===== config.mk =====
export PLATFORM = sky130hd
export DESIGN_NAME = up_down_counter_param
export DESIGN_NICKNAME = d
export VERILOG_FILES = /design/src/rtl/up_down_counter_param_pkg.sv /design/src/rtl/udc_next_val.sv /design/src/rtl/up_down_counter_param.sv
export SDC_FILE = /design/constraint.sdc
export NUM_CORES = 1
export LEC_CHECK = 0
export ABC_AREA = 1
export BUFFER_PORTS_ARGS = -buffer_cell sky130_fd_sc_hd__buf_2
export CAP_MARGIN = 20
export CORE_AREA = 2 2 47 45
export DETAILED_ROUTE_END_ITERATION = 8
export DIE_AREA = 0 0 49 47
export GPL_ROUTABILITY_DRIVEN = 0
export PLACE_DENSITY_LB_ADDON = 0.15
export SYNTH_ARGS = -nofsm -noshare
export SYNTH_HDL_FRONTEND = slang
export SYNTH_SLANG_ARGS = --single-unit

===== constraint.sdc =====
create_clock -name clk -period 1.92 [get_ports clk]
set_clock_uncertainty 0.05 [all_clocks]
set_input_delay 0.288 -clock clk [delete_from_list [all_inputs] [get_ports clk]]
set_output_delay 0.288 -clock clk [all_outputs]
set_load 0.05 [all_outputs]

===== src/rtl/up_down_counter_param_pkg.sv =====
// rtl/up_down_counter_param_pkg.sv - shared constants and load-clamp helper for the up/down counter
package up_down_counter_param_pkg;

   // Direction encoding on the mode input
   localparam logic UDC_UP   = 1'b1;
   localparam logic UDC_DOWN = 1'b0;

   // Boundary behaviour encoding on the sat input
   localparam logic UDC_WRAP = 1'b0;
   localparam logic UDC_SAT  = 1'b1;

   // Limit a value to the top of the count range; callers size-cast to WIDTH (WIDTH <= 32)
   function automatic logic [31:0] udc_clamp(input logic [31:0] value, input logic [31:0] limit);
      return (value > limit) ? limit : value;
   endfunction

endpackage


===== src/rtl/udc_next_val.sv =====
// rtl/udc_next_val.sv - combinational next count and boundary detection for one enabled step
module udc_next_val
   import up_down_counter_param_pkg::*;
#(
   parameter int WIDTH = 8
) (
   input  logic [WIDTH-1:0] count,
   input  logic             mode,
   input  logic             sat,
   input  logic [WIDTH-1:0] max_val,
   output logic [WIDTH-1:0] next_count,
   output logic             boundary_hit
);

   // Boundary is checked before any arithmetic so MAX_VAL = 2**WIDTH-1 never loses a carry
   always_comb begin
      next_count   = count;
      boundary_hit = 1'b0;
      if (mode == UDC_UP) begin
         if (count >= max_val) begin
            boundary_hit = 1'b1;
            next_count   = (sat == UDC_SAT) ? max_val : '0;
         end else begin
            next_count = count + WIDTH'(1);
         end
      end else begin
         if (count == '0) begin
            boundary_hit = 1'b1;
            next_count   = (sat == UDC_SAT) ? '0 : max_val;
         end else begin
            next_count = count - WIDTH'(1);
         end
      end
   end

endmodule


===== src/rtl/up_down_counter_param.sv =====
// rtl/up_down_counter_param.sv - up/down counter with load, modulo, wrap/saturate, tc pulse; optional sticky ovf via UDC_OVF_STICKY_EN
module up_down_counter_param
   import up_down_counter_param_pkg::*;
#(
   parameter int          WIDTH   = 8,
   parameter int unsigned MAX_VAL = 2**WIDTH-1
) (
   input  logic             clk,
   input  logic             clear,
   input  logic             en,
   input  logic             mode,
   input  logic             sat,
   input  logic             ld,
   input  logic [WIDTH-1:0] d_in,
   output logic [WIDTH-1:0] count,
   output logic             tc,
`ifdef UDC_OVF_STICKY_EN
   output logic             ovf,
`endif
   output logic             at_min,
   output logic             at_max
);

   localparam logic [WIDTH-1:0] MAX_W = WIDTH'(MAX_VAL);

   logic [WIDTH-1:0] next_count;
   logic             boundary_hit;
   logic [WIDTH-1:0] load_val;

   udc_next_val #(.WIDTH(WIDTH)) u_next_val (
      .count        (count),
      .mode         (mode),
      .sat          (sat),
      .max_val      (MAX_W),
      .next_count   (next_count),
      .boundary_hit (boundary_hit)
   );

   // Out-of-range loads land on the top of the range
   assign load_val = WIDTH'(udc_clamp(32'(d_in), 32'(MAX_VAL)));

   // Count and terminal-count registers with clear > ld > en priority
   always_ff @(posedge clk) begin
      if (clear) begin
         count <= '0;
         tc    <= 1'b0;
      end else if (ld) begin
         count <= load_val;
         tc    <= 1'b0;
      end else if (en) begin
         count <= next_count;
         tc    <= boundary_hit;
      end else begin
         tc    <= 1'b0;
      end
   end

`ifdef UDC_OVF_STICKY_EN
   // Sticky overflow: set with tc, survives loads, only clear resets it
   always_ff @(posedge clk) begin
      if (clear) begin
         ovf <= 1'b0;
      end else if (!ld && en && boundary_hit) begin
         ovf <= 1'b1;
      end
   end
`endif

   assign at_min = (count == '0);
   assign at_max = (count == MAX_W);

endmodule


==> out/metrics.csv, run 1 <==
stage,metric,value,unit
critical_path,r2r-start,count[0]$_SDFFE_PP0P_,
timing,finalCritPeriodShare,93.9,%
placement,portBuffers,24,
timing,grt_setup_unrepaired,no,
drt,firstDrtPassIters,4,
yosys,netlist.area_leader.share,20.3,%
yosys,ys_top_cells_by_area,"dfxtp_1 20%, nand2_1 16%, nor2_1 8.9%",
timing,hold_viol_final,0,
drt,via_per_inst,5.29,
drt,wl,2.56,mm
pwr,p_per_area,650,mW/mm^2
timing,holdWs,252,ps
critical_path,critPathLaunchType,flop,
yosys,synth_edf_count,0,
timing,setup_viol,0,
grt,grt.total_usage,24.6,%
finish,stdcell_area,0.00106,mm^2
placement,dpl.hpwl,2.04,mm
critical_path,worst_setup_path_end_kind,output port,
timing,slew_viol_final,0,
clocking,cts_max_path_buffers,2,
grt,grt_max_degree,13,
yosys,yosys.area.top_type,dfxtp_1,
critical_path,arrival,1470,ps
clocking,cts.sinks,9,
yosys,yosys_warnings,0,
clocking,cts_tree,built,
placement,dpl-instance-area,0.00102,mm^2
critical_path,r2r_cells,8,
clocking,htreeDepth,1,
yosys,synth-seq-cells,9,
critical_path,regToRegEndpoint,count[0]$_SDFFE_PP0P_,
timing,fmax,554,MHz
clocking,cts_hold_buf,0,
floorplanning,die_area,0.00230,mm^2
yosys,avgSynthCellArea,5.99,um^2
finish,utilization,58.3,%
timing,worst_pin_slew,372,ps
finish,drive_gt1_share,25.4,%
yosys,synth_area,887,um^2
timing,relSlewSlack,75.1,%
placement,dp.cells,194,
critical_path,criticalPathCategory,flop to output port,
floorplanning,rows,15,
drt,antenna_left,0,
yosys,synth.most_common_cell,nand2_1,
yosys,ys_seq_area_share,20.3,%
clocking,path_clk_slew,70,ps
clocking,cts_buffers,3,
status,status,completed,
clocking,clkLatencyLatePin,270,ps
finish,fin_nets,191,
grt,antenna_found_initial,0,
floorplanning,die_x,49,um
finish,finalNonFillerCells,198,
clocking,root_buffer,clkbuf_4,
hold_path,hold_depth,2,
critical_path,critPathRequiredTime,1580,ps
critical_path,path_max_fanout,7,
yosys,syn_inst,148,
hold_path,worstHoldStart,clear,
yosys,async_flop_share,0,%
yosys,syn-num-nets,165,
yosys,synth_cell_types,24,
pwr,ir_drop,0.351,mV
hold_path,worstHoldPathType,primary input to flop,
pwr,power_leakage,0.525,nW
drt,wl_per_cell,12.9,um
grt,grt.overflow.total,0,
floorplanning,io_pins,25,
hold_path,min_to,count[4]$_SDFFE_PP0P_,
yosys,synth_commonest_cells,"37 x nand2_1, 21 x nor2_1, 16 x inv_1",
drt,drc,0,
job,cap_viol_max_count,0,
grt,grt_pass1_wl,4.20,mm
timing,period_needed,1800,ps
finish,n_antenna_cell,0,
drt,num_vias,1048,
timing,tns,0,ps
finish,syn_to_final_growth,19.6,%
floorplanning,design.core.area,0.00182,mm^2
drt,drtIter0Drc,29,
grt,first_global_vias,945,
yosys,synth_ff_type,dfxtp_1,
floorplanning,die_h,47,um
floorplanning,start_util,48.7,%
critical_path,r2r_slack,280,ps
-- through the flow --
step	worst slack, ps	power (mW)
after floorplan	49.3	0.464
after global placement	308	0.530
after detailed placement	248	0.534
after CTS	56.9	0.689
after global routing	11.4	0.739
final	116	0.689
-- state kept, by name (all words and copies together) (netlist names) --
register and count:
count 8, tc 1
-- where the power goes --
part | internal [mW] | total [mW] | switching [mW] | leakage [nW]
clock network | 0.0805 | 0.153 | 0.0729 | 0.0150
logic | 0.0967 | 0.300 | 0.203 | 0.435
registers | 0.204 | 0.236 | 0.0323 | 0.0759
total | 0.381 | 0.689 | 0.308 | 0.525
-- logic make-up after synthesis --
logic type,synth area share [%]
compound gates,15.2
xor+xnor,5.92
simple gates,43.3
flops,20.3
buf+inv,11.0
fa+ha+maj,4.23
-- critical path, cell delays in order, from the launching register on --
cell and delay, ps:
dfxtp_2 350, inv_1 130, ha_1 170, nand2_1 80, nor2_4 190, clkbuf_4 270
-- repair_timing --
item                                    4_1_cts  5_1_grt
setup buffers                                 0        0
endpoints found under the setup margin        1        2
pin swaps                                     0        0
resized for setup                             2        5
-- worst max path at each step --
stage                                      from                    end  slack (ps)
after floorplan           count[2]$_SDFFE_PP0P_  count[1]$_SDFFE_PP0P_          50
final                     count[0]$_SDFFE_PP0P_                 at_min         120
after global routing      count[0]$_SDFFE_PP0P_                 at_min          10
after CTS                 count[1]$_SDFFE_PP0P_                 at_max          60
after detailed placement  count[2]$_SDFFE_PP0P_                 at_max         250
after global placement    count[2]$_SDFFE_PP0P_                 at_max         310
-- layer usage --
layer,part of all wire [%],GRT usage (%),vias to the layer above
met3,3.7,5.10,9
li1,-,-,529
met4,2.1,10.3,0
met2,51,45.5,27
met1,43,28.9,483
met5,0,0,-
-- layout make-up --
cell class	count	area (um^2)
Clock buffer	4	26.3
Fill cell	190	759
Inverter	18	67.6
Multi-Input combinational cell	117	612
Sequential cell	9	188
Tap cell	25	31.3
Timing Repair Buffer	25	136
-- layout by cell type, fill, tap and decap left out, types with 2 or more instances in the layout --
| cell | count |
|---|---|
| o21ai_1 | 3 |
| buf_2 | 22 |
| clkbuf_4 | 4 |
| o21ai_0 | 7 |
| a22oi_1 | 3 |
| nor2_4 | 3 |
| nand3_1 | 11 |
| nor3_1 | 2 |
| dfxtp_2 | 3 |
| nand4_1 | 2 |
| a21oi_1 | 11 |
| nand3_2 | 3 |
| inv_1 | 16 |
| nor2_2 | 2 |
| ha_1 | 3 |
| nand2_2 | 2 |
| inv_2 | 2 |
| xor2_1 | 5 |
| nor2_1 | 21 |
| dfxtp_1 | 5 |
| nand2_1 | 36 |
(Power assumes the default switching activity.)
==> inputs of run 2 (changes only) <==
--- a/config.mk
+++ b/config.mk
@@ -12,6 +12,7 @@
 export DETAILED_ROUTE_END_ITERATION = 8
 export DIE_AREA = 0 0 49 47
 export GPL_ROUTABILITY_DRIVEN = 0
+export MAX_ROUTING_LAYER = met4
 export PLACE_DENSITY_LB_ADDON = 0.15
 export SYNTH_ARGS = -nofsm -noshare
 export SYNTH_HDL_FRONTEND = slang
==> out/metrics.csv, run 2 (synthesized netlist as in run 1, its figures left out) <==
stage,metric,value,unit
status,status,completed,
drt,num_vias,1060,
job,cap_viol_max_count,0,
clocking,htreeDepth,1,
finish,multiInputGateArea,612,um^2
pwr,ir_drop,0.350,mV
pwr,intPower,0.381,mW
drt,drtIter0Drc,33,
clocking,clkLatencyLatePin,270,ps
timing,slew_viol_final,0,
clocking,cts_hold_buf,0,
drt,drc,0,
finish,largest_reg_flops,8,
finish,fin_nets,191,
critical_path,path_max_fanout,7,
grt,grt.total_usage,25.7,%
timing,fmax,556,MHz
floorplanning,die_h,47,um
timing,tns,0,ps
finish,regArea,188,um^2
hold_path,worstHoldPathType,primary input to flop,
drt,wl,2.55,mm
critical_path,criticalPathCategory,flop to output port,
placement,dpl.hpwl,2.04,mm
finish,n_antenna_cell,0,
drt,wl_per_cell,12.9,um
floorplanning,die_x,49,um
finish,utilization,58.3,%
floorplanning,start_util,48.7,%
critical_path,crit_slowest_cell,dfxtp_2,
critical_path,crit_chain,inv_1 > ha_1 > nand2_1 > nor2_4 > clkbuf_4,
floorplanning,rows,15,
clocking,cts_tree,built,
floorplanning,die_area,0.00230,mm^2
finish,regMostFlops,count,
critical_path,crit_family,buffers and inverters,
pwr,p_seq_share,34.3,%
pwr,power.share.combinational,43.6,%
timing,grt_setup_unrepaired,no,
clocking,cts.sinks,9,
finish,largestRegisters,"count (8), tc (1)",
clocking,cts_buffers,3,
pwr,swShare,44.7,%
pwr,p_per_area,649,mW/mm^2
drt,via_per_inst,5.35,
pwr,switching_power,0.308,mW
finish,fill_cells,190,
critical_path,worst_setup_path_end_kind,output port,
timing,finalCritPeriodShare,93.7,%
critical_path,critPathBufInv,2,
clocking,cts_max_path_buffers,2,
critical_path,critPathLaunchType,flop,
timing,hold_viol_final,0,
grt,first_global_vias,938,
drt,firstDrtPassIters,4,
timing,worst_pin_slew,368,ps
timing,period_needed,1800,ps
clocking,root_buffer,clkbuf_4,
floorplanning,io_pins,25,
critical_path,cpPeakStageDelay,350,ps
grt,grt_max_degree,13,
pwr,power_leakage,0.525,nW
finish,final_cell_mix,"36 x nand2_1, 22 x buf_2, 21 x nor2_1, 16 x inv_1",
critical_path,arrival,1460,ps
grt,grt.overflow.total,0,
clocking,path_clk_slew,60,ps
floorplanning,design.core.area,0.00182,mm^2
drt,antenna_left,0,
pwr,power,0.688,mW
critical_path,critPathRequiredTime,1580,ps
finish,final_common_cell,nand2_1,
grt,antenna_found_initial,0,
finish,syn_to_final_growth,19.6,%
timing,relSlewSlack,75.3,%
grt,grt_pass1_wl,4.22,mm
placement,portBuffers,24,
pwr,clkPwrFrac,22.1,%
finish,drive_gt1_share,25.4,%
timing,setup_viol,0,
[run 2: cell counts in the layout (fill, tap and decap cells not counted)]
No cell type changed its count.
[run 2: timing repair]
| item | CTS | global route |
|---|---|---|
| setup buffers | 0 | 0 |
| setup endpoints to repair | 1 | 2 |
| resized for setup | 2 | 5 |
[run 2: final timing paths]
| kind | from | end | slack, ps | depth (start not counted) |
|---|---|---|---|---|
| worst max-delay path | count[0]$_SDFFE_PP0P_ | at_min | 120 | 5 |
| worst min-delay path | clear | count[1]$_SDFFE_PP0P_ | 250 | 2 |
| worst max register to register | count[0]$_SDFFE_PP0P_ | count[0]$_SDFFE_PP0P_ | 290 | 8 |
| worst min register to register | count[1]$_SDFFE_PP0P_ | count[1]$_SDFFE_PP0P_ | 470 | 2 |
[run 2: metrics by stage]
stage                     cells  hold slack [ps]  area [um^2]  worst slack, ps
after CTS                   198              243         1050             56.9
after global placement      194              449         1020              308
after global routing        198              259         1060             11.4
final                       198              253         1060              121
after detailed placement    194              452         1020              248
after floorplan             148              432          890             49.3
[run 2: layout make-up]
| type | instances | share of cell area (%) |
|---|---|---|
| multi-input combinational | 117 | 57.7 |
| tap | 25 | 2.95 |
| clock buffer | 4 | 2.48 |
| timing repair buffer | 25 | 12.9 |
| inverter | 18 | 6.37 |
| sequential | 9 | 17.7 |
[run 2: metal layers]
metal  share of wire [%]  routed length [um]  GRT usage [%]  vias up
li1                    -                   -              -      529
met1                  42                1080           29.5      490
met2                  51                1300           45.2       34
met3                 5.0                 127           5.10        7
met4                 1.8                  46           10.3        0
met5                   0                   0              -        -
[run 2: power groups by stage]
| stage | Clock (mW) | Sequential (mW) | Combinational (mW) |
|---|---|---|---|
| floorplan | 0 | 0.277 | 0.187 |
| global placement | 0 | 0.238 | 0.292 |
| detailed placement | 0 | 0.238 | 0.296 |
| CTS | 0.157 | 0.235 | 0.297 |
| global route | 0.167 | 0.239 | 0.333 |
| finish | 0.152 | 0.236 | 0.300 |
